**src/rtl/motor_pkg.sv**
```systemverilog
// Shared motion-control definitions: direction encoding, axis FSM states and
// coil lookup tables used by the stepper axis driver and the motion controller.
package motor_pkg;

  localparam logic [1:0] DIR_STOP  = 2'b00;
  localparam logic [1:0] DIR_LEFT  = 2'b01;
  localparam logic [1:0] DIR_RIGHT = 2'b10;

  typedef enum logic [1:0] {
    IDLE  = 2'd0,
    RUN   = 2'd1,
    DWELL = 2'd2
  } axis_state_t;

  // 2'b11 is deliberately not a direction: it must never produce motion.
  function automatic logic is_move(input logic [1:0] d);
    return (d == DIR_LEFT) || (d == DIR_RIGHT);
  endfunction

  function automatic logic [3:0] full_coil(input logic [1:0] idx);
    case (idx)
      2'd0:    return 4'b1100;
      2'd1:    return 4'b0110;
      2'd2:    return 4'b0011;
      default: return 4'b1001;
    endcase
  endfunction

  function automatic logic [3:0] half_coil(input logic [2:0] idx);
    case (idx)
      3'd0:    return 4'b1000;
      3'd1:    return 4'b1100;
      3'd2:    return 4'b0100;
      3'd3:    return 4'b0110;
      3'd4:    return 4'b0010;
      3'd5:    return 4'b0011;
      3'd6:    return 4'b0001;
      default: return 4'b1001;
    endcase
  endfunction

endpackage

```
**src/rtl/stepper_axis_driver_step_rate_divider.sv**
```systemverilog
// Step timer: counts 0..STEP_DIV-1 and raises tick on the terminal count;
// clear holds the count at zero.
module step_rate_divider #(
  parameter int STEP_DIV = 50000
) (
  input  logic clk,
  input  logic rst,
  input  logic clear,
  output logic tick
);

  localparam int CNT_W = (STEP_DIV > 2) ? $clog2(STEP_DIV) : 1;
  localparam logic [CNT_W-1:0] CNT_LAST = CNT_W'(STEP_DIV - 1);

  logic [CNT_W-1:0] cnt;

  assign tick = !clear && (cnt == CNT_LAST);

  always_ff @(posedge clk or posedge rst) begin
    if (rst) begin
      cnt <= '0;
    end else if (clear || tick) begin
      cnt <= '0;
    end else begin
      cnt <= cnt + CNT_W'(1);
    end
  end

endmodule

```
**src/rtl/stepper_axis_driver.sv**
```systemverilog
// Single-axis unipolar stepper driver: direction command in, timed coil
// patterns, step strobe and wrapped position out. Define HALF_STEP_EN for half-stepping.
module stepper_axis_driver
  import motor_pkg::*;
#(
  parameter int STEP_DIV  = 50000,
  parameter int DWELL_CYC = 5000,
  parameter int POS_MAX   = 360
) (
  input  logic        clk,
  input  logic        rst,
  input  logic        enable,
  input  logic [1:0]  dir_cmd,
  input  logic        pos_load,
  input  logic [15:0] pos_load_val,
  output logic [3:0]  coils,
  output logic [15:0] pos,
  output logic        step_pulse,
  output logic        moving
);

`ifdef HALF_STEP_EN
  localparam int IDX_W = 3;
  function automatic logic [3:0] coil_of(input logic [IDX_W-1:0] i);
    return half_coil(i);
  endfunction
`else
  localparam int IDX_W = 2;
  function automatic logic [3:0] coil_of(input logic [IDX_W-1:0] i);
    return full_coil(i);
  endfunction
`endif

  localparam int DW_W = $clog2(DWELL_CYC + 1);
  localparam logic [DW_W-1:0] DWELL_LAST = DW_W'(DWELL_CYC - 1);
  localparam logic [15:0] POS_LAST = 16'(POS_MAX - 1);

  function automatic logic [15:0] pos_clamp(input logic [15:0] v);
    return (v > POS_LAST) ? POS_LAST : v;
  endfunction

  function automatic logic [15:0] pos_wrap_step(input logic [15:0] p, input logic right);
    if (right) return (p >= POS_LAST) ? 16'd0 : p + 16'd1;
    else       return (p == 16'd0) ? POS_LAST : p - 16'd1;
  endfunction

  axis_state_t       state;
  logic [1:0]        dir_q;
  logic [IDX_W-1:0]  idx;
  logic [DW_W-1:0]   dwell_cnt;
  logic              stay_run;
  logic              step;
  logic [IDX_W-1:0]  idx_nxt;
  logic [15:0]       pos_nxt;
  logic [3:0]        coils_nxt;

  // The timer only runs while RUN is kept; stopping, reversing or disabling
  // clears it on the same edge so no partial step is ever emitted.
  assign stay_run = (state == RUN) && enable && (dir_cmd == dir_q);

  step_rate_divider #(
    .STEP_DIV (STEP_DIV)
  ) u_step_div (
    .clk   (clk),
    .rst   (rst),
    .clear (!stay_run),
    .tick  (step)
  );

  always_comb begin
    idx_nxt = idx;
    if (step) idx_nxt = (dir_q == DIR_RIGHT) ? idx + IDX_W'(1) : idx - IDX_W'(1);
    pos_nxt = pos;
    if (pos_load)  pos_nxt = pos_clamp(pos_load_val);
    else if (step) pos_nxt = pos_wrap_step(pos, dir_q == DIR_RIGHT);
    coils_nxt = enable ? coil_of(idx_nxt) : 4'b0000;
  end

  always_ff @(posedge clk or posedge rst) begin
    if (rst) begin
      state      <= IDLE;
      dir_q      <= DIR_STOP;
      idx        <= '0;
      dwell_cnt  <= '0;
      pos        <= '0;
      coils      <= 4'b0000;
      step_pulse <= 1'b0;
      moving     <= 1'b0;
    end else begin
      idx        <= idx_nxt;
      pos        <= pos_nxt;
      coils      <= coils_nxt;
      step_pulse <= step;
      case (state)
        IDLE: begin
          if (enable && is_move(dir_cmd)) begin
            state  <= RUN;
            dir_q  <= dir_cmd;
            moving <= 1'b1;
          end
        end
        RUN: begin
          if (!enable || !is_move(dir_cmd)) begin
            state  <= IDLE;
            moving <= 1'b0;
          end else if (dir_cmd != dir_q) begin
            state     <= DWELL;
            dwell_cnt <= '0;
            moving    <= 1'b0;
          end
        end
        DWELL: begin
          if (!enable) begin
            state <= IDLE;
          end else if (dwell_cnt == DWELL_LAST) begin
            if (is_move(dir_cmd)) begin
              state  <= RUN;
              dir_q  <= dir_cmd;
              moving <= 1'b1;
            end else begin
              state <= IDLE;
            end
          end else begin
            dwell_cnt <= dwell_cnt + DW_W'(1);
          end
        end
        default: begin
          state  <= IDLE;
          moving <= 1'b0;
        end
      endcase
    end
  end

endmodule

```
**config.mk**
```make
export PLATFORM = sky130hd
export DESIGN_NAME = stepper_axis_driver
export DESIGN_NICKNAME = d
export VERILOG_FILES = /design/src/rtl/motor_pkg.sv /design/src/rtl/stepper_axis_driver_step_rate_divider.sv /design/src/rtl/stepper_axis_driver.sv
export SDC_FILE = /design/constraint.sdc
export NUM_CORES = 1
export LEC_CHECK = 0
export ABC_AREA = 1
export BUFFER_PORTS_ARGS = -buffer_cell sky130_fd_sc_hd__buf_2
export CAP_MARGIN = 20
export CORE_UTILIZATION = 45
export CTS_CLUSTER_DIAMETER = 40
export CTS_CLUSTER_SIZE = 24
export DETAILED_ROUTE_END_ITERATION = 10
export SKIP_CTS_REPAIR_TIMING = 1
export SLEW_MARGIN = 30
export SYNTH_ARGS = -nofsm -noshare
export SYNTH_HDL_FRONTEND = slang
export SYNTH_SLANG_ARGS = --single-unit
```
**constraint.sdc**
```tcl
create_clock -name clk -period 6.3 [get_ports clk]
set_clock_uncertainty 0.1 [all_clocks]
set_input_delay 0.315 -clock clk [delete_from_list [all_inputs] [get_ports clk]]
set_output_delay 0.315 -clock clk [all_outputs]
set_load 0.1 [all_outputs]
```
==> reports/results.txt <==
The H-tree generated during clock tree synthesis spans 3 levels. Uppermost layer routed: met4. For the final weighted congestion in routability-driven placement, the log shows 0.848. In this run the tightest slew margin relative to its limit is 49.5%. Achievable frequency: 0.450 GHz.

The family of cells with the greatest summed delay on the critical path is simple AND/OR/NAND/NOR gates. The number of instances in the synthesized netlist is 594. The initialized floorplan defines 34 standard-cell rows. The sequential area share after synthesis came out at 35.4%. Wires add up to 9.58 mm. In the routed design, unresolved DRC markers number 0. The routed layout has 3,803 vias.

Compared with the post-synthesis result, the final layout area differs by 10.3%. The routed via count divided by cell count works out to 5.08. The pin count of the biggest net entering global routing was 58. The tools report the global-route wire length before repair as 16.7 mm.

The number of global-route vias before repair was 3,650. The quantity of I/O buffers inserted on ports is 43. By area the synthesized netlist is led by sky130_fd_sc_hd__dfrtp_1 35%, sky130_fd_sc_hd__nand2_1 18%, sky130_fd_sc_hd__nor2_1 8.3%, sky130_fd_sc_hd__nand3_1 7.1%, sky130_fd_sc_hd__inv_1 5.4%. Of all nets on the critical path, the largest fanout is 5. Counting flops and latches in the post-synthesis netlist gives 57. Counting flops with an async set or reset pin after synthesis yields a share of 100%. The worst setup path is captured at a flop. After routing, the total negative slack on setup checks comes to 0 ps. The cell area after synthesis is 4030 sq um, and the clock sink count is 57.

The flow ran to the end, and the final reports show no timing, DRC or antenna violations. Global routing consumed, over all layers together, 22.0% of the routing resources. The most instantiated library cell after synthesis was sky130_fd_sc_hd__nand2_1. At the pin with the least slew margin, the transition time is 757 ps.

The starting density of the core is 46.3%, and the total power density per cell area is 230 nW/um^2. The tools report the core footprint as 8720 sq um. Sorting the synthesized cells by how often they occur yields 189 x sky130_fd_sc_hd__nand2_1, 89 x sky130_fd_sc_hd__nor2_1, 58 x sky130_fd_sc_hd__inv_1.

The tools report the remaining number of nets flagged by the antenna check after routing as 0. The most used flip-flop cell after synthesis is sky130_fd_sc_hd__dfrtp_1. TritonCTS built the clock tree. STA classifies the critical path startpoint as a flop. First-iteration detailed-routing DRC count: 144. The critical path contains buffers and inverters numbering 2 combined. The number of buffers inserted during clock tree synthesis is 9, and the overall die area is 9350 sq um. The run gives 0 as the number of hold violations in the final report.

Detailed placement finished with a half-perimeter wire length of 7.11 mm. Global routing finished with a remaining overflow of 0. In this run the clock root is driven by a sky130_fd_sc_hd__clkbuf_8.

The synthesized netlist contains 36 unique library cells. The final net count was 666. The routed design uses 4.84 mm of met2 wire.

STA puts the critical path data arrival time at 2350 ps. The run gives 0 as the max-slew violation count. The critical path class is flop to flop.

The min-delay analysis places its worst path in the category input pin to asynchronous set/reset pin. In this run the biggest area consumer among cell types represents 35.4% of the synthesized area. The antenna diode count was 0. The tool flagged a number of max-cap violations equal to 0.

STA puts the critical path data required time at 6430 ps. The largest single stage delay on the critical path is 370 ps. The CTS clock-pin slew for the worst setup and hold paths came out at 70 ps. The completed layout was analyzed and its total power is 1.02 mW. The dominant cell type by area after synthesis is sky130_fd_sc_hd__dfrtp_1. Standard cell with the maximum stage delay on the critical path: sky130_fd_sc_hd__dfrtp_1. Dividing the detail-routed wire length by the instance count gives 12.8 um. Of the cells placed in the final design, the portion with a size suffix greater than 1 is 14.8%. Setup violations remaining at the end of the flow were counted as 0. The filler cells instantiated in the layout total 920. From left edge to right edge, the die measures 96.7 um.

The clock passes through at most 2 buffers. The vertical die dimension came out at 96.7 um. The analysis attributes to cell leakage a power of 2.15 nW. The Yosys step of the flow raised 0 warnings. Yosys mapped a number of flops with a built-in enable equal to 0.

The tools report the initial antenna violation count as 0. Across the VDD grid, the largest voltage drop is 149 uV. The worst path needs 2220 ps of the cycle, external delays included.

The routed length on met1 is 4.29 mm, and the top-level I/O count is 44. The tools report the later-pin clock latency in the skew report as 340 ps. The average cell area after synthesis was 6.79 sq um.

Before antenna repair, the detailed router went through 4 iterations. The number of nets in the synthesized netlist is 625. Setup repair after global routing left no endpoint under its margin. The portion of the clock cycle consumed by the worst path in the final layout was 35.3%. Traced cell by cell, the critical path runs through ha_1, nand2_1, nor2_4, nand3_1, nor2_4, nand2_4, xor2_1, inv_1, ha_1, nand2_1, inv_1. Detailed routing placed a total of 372 um of wire on met3.
==> cells in the final DEF (no fill, tap or decap), types with 2 or more instances in the layout <==
master | Yosys | layout
sky130_fd_sc_hd__a21oi_1 | 8 | 8
sky130_fd_sc_hd__and2_1 | 3 | 3
sky130_fd_sc_hd__buf_2 | 6 | 43
sky130_fd_sc_hd__clkbuf_1 | 2 | 3
sky130_fd_sc_hd__clkbuf_8 | 0 | 9
sky130_fd_sc_hd__clkinv_2 | 0 | 4
sky130_fd_sc_hd__dfrtp_1 | 57 | 57
sky130_fd_sc_hd__ha_1 | 9 | 9
sky130_fd_sc_hd__inv_1 | 58 | 57
sky130_fd_sc_hd__inv_2 | 4 | 5
sky130_fd_sc_hd__nand2_1 | 189 | 189
sky130_fd_sc_hd__nand2_2 | 2 | 2
sky130_fd_sc_hd__nand3_1 | 57 | 57
sky130_fd_sc_hd__nand4_1 | 8 | 8
sky130_fd_sc_hd__nor2_1 | 89 | 89
sky130_fd_sc_hd__nor2_2 | 13 | 13
sky130_fd_sc_hd__nor2_4 | 7 | 7
sky130_fd_sc_hd__nor3_1 | 14 | 14
sky130_fd_sc_hd__nor3_2 | 5 | 5
sky130_fd_sc_hd__o21ai_0 | 11 | 11
sky130_fd_sc_hd__o21ai_1 | 9 | 9
sky130_fd_sc_hd__xnor2_1 | 5 | 5
sky130_fd_sc_hd__xnor2_2 | 2 | 2
sky130_fd_sc_hd__xor2_1 | 18 | 18
==> worst min-delay path, stage by stage <==
cell	delay, ps
sky130_fd_sc_hd__buf_2	100
sky130_fd_sc_hd__inv_2	30
sky130_fd_sc_hd__buf_4	580
==> power breakdown <==
group,switching (mW),leakage (nW),internal (mW)
clock network,0.147,0.0839,0.140
logic,0.225,1.31,0.0778
registers,0.0412,0.759,0.391
total,0.414,2.15,0.609
==> final cells by class <==
cell class / count / area (sq um) / share of cell area (%)
clock buffers: 12 / 135 / 3.04
multi-input cells: 460 / 2270 / 51.1
clock inverters: 4 / 20.0 / 0.450
repair buffers: 44 / 223 / 5.01
inverters: 63 / 236 / 5.31
well taps: 108 / 135 / 3.04
flip-flops and latches: 57 / 1430 / 32.1
==> metrics by stage <==
stage               hold WS [ps]  util [%]  cell area (sq um)  setup slack [ps]  instances
global placement             345      49.2               4290              4150        732
CTS                          112      51.0               4450              4070        748
global route                 144      51.0               4450              3880        748
finish                      77.7      51.0               4450              4080        748
detailed placement           353      49.2               4290              4090        732
floorplan                    315         -               4030              3970        594
==> state kept, by name (all words and copies together), names as in the netlist <==
register and count:
pos 16, dwell_cnt 13, u_step_div.cnt 16, idx 2
state 2, coils 4, step_pulse 1, dir_q 2
moving 1
==> metal layers <==
metal / vias to the layer above / GRT usage, %
met5: - / 0
met4: 0 / 4.82
met3: 6 / 4.91
met2: 80 / 39.1
met1: 1773 / 27.1
li1: 1944 / -
==> logic make-up (layout without fill, tap and decap cells) <==
logic type / Yosys count / after routing / share of synthesized area [%]
AND/OR/NAND/NOR: 393 / 393 / 43.4
buffers and inverters: 77 / 123 / 8.28
flip-flops: 57 / 57 / 35.4
AO/OA/AOI/OAI: 33 / 33 / 4.40
XOR/XNOR: 25 / 25 / 5.80
adder cells (fa/ha/maj): 9 / 9 / 2.79
==> final timing paths <==
| check | startpoint | to | slack [ps] | cells past startpoint |
|---|---|---|---|---|
| max | u_step_div.cnt[0] | coils[1] | 4080 | 11 |
| max reg2reg | u_step_div.cnt[0] | coils[1] | 4080 | 11 |
| min | rst | pos[8] | 80 | 3 |
| min reg2reg | u_step_div.cnt[0] | u_step_div.cnt[0] | 360 | 1 |
| max in group asynchronous | rst | coils[2] | 5510 | 3 |
| min in group clk | enable | coils[1] | 140 | 3 |
(Power assumes the default switching activity.)
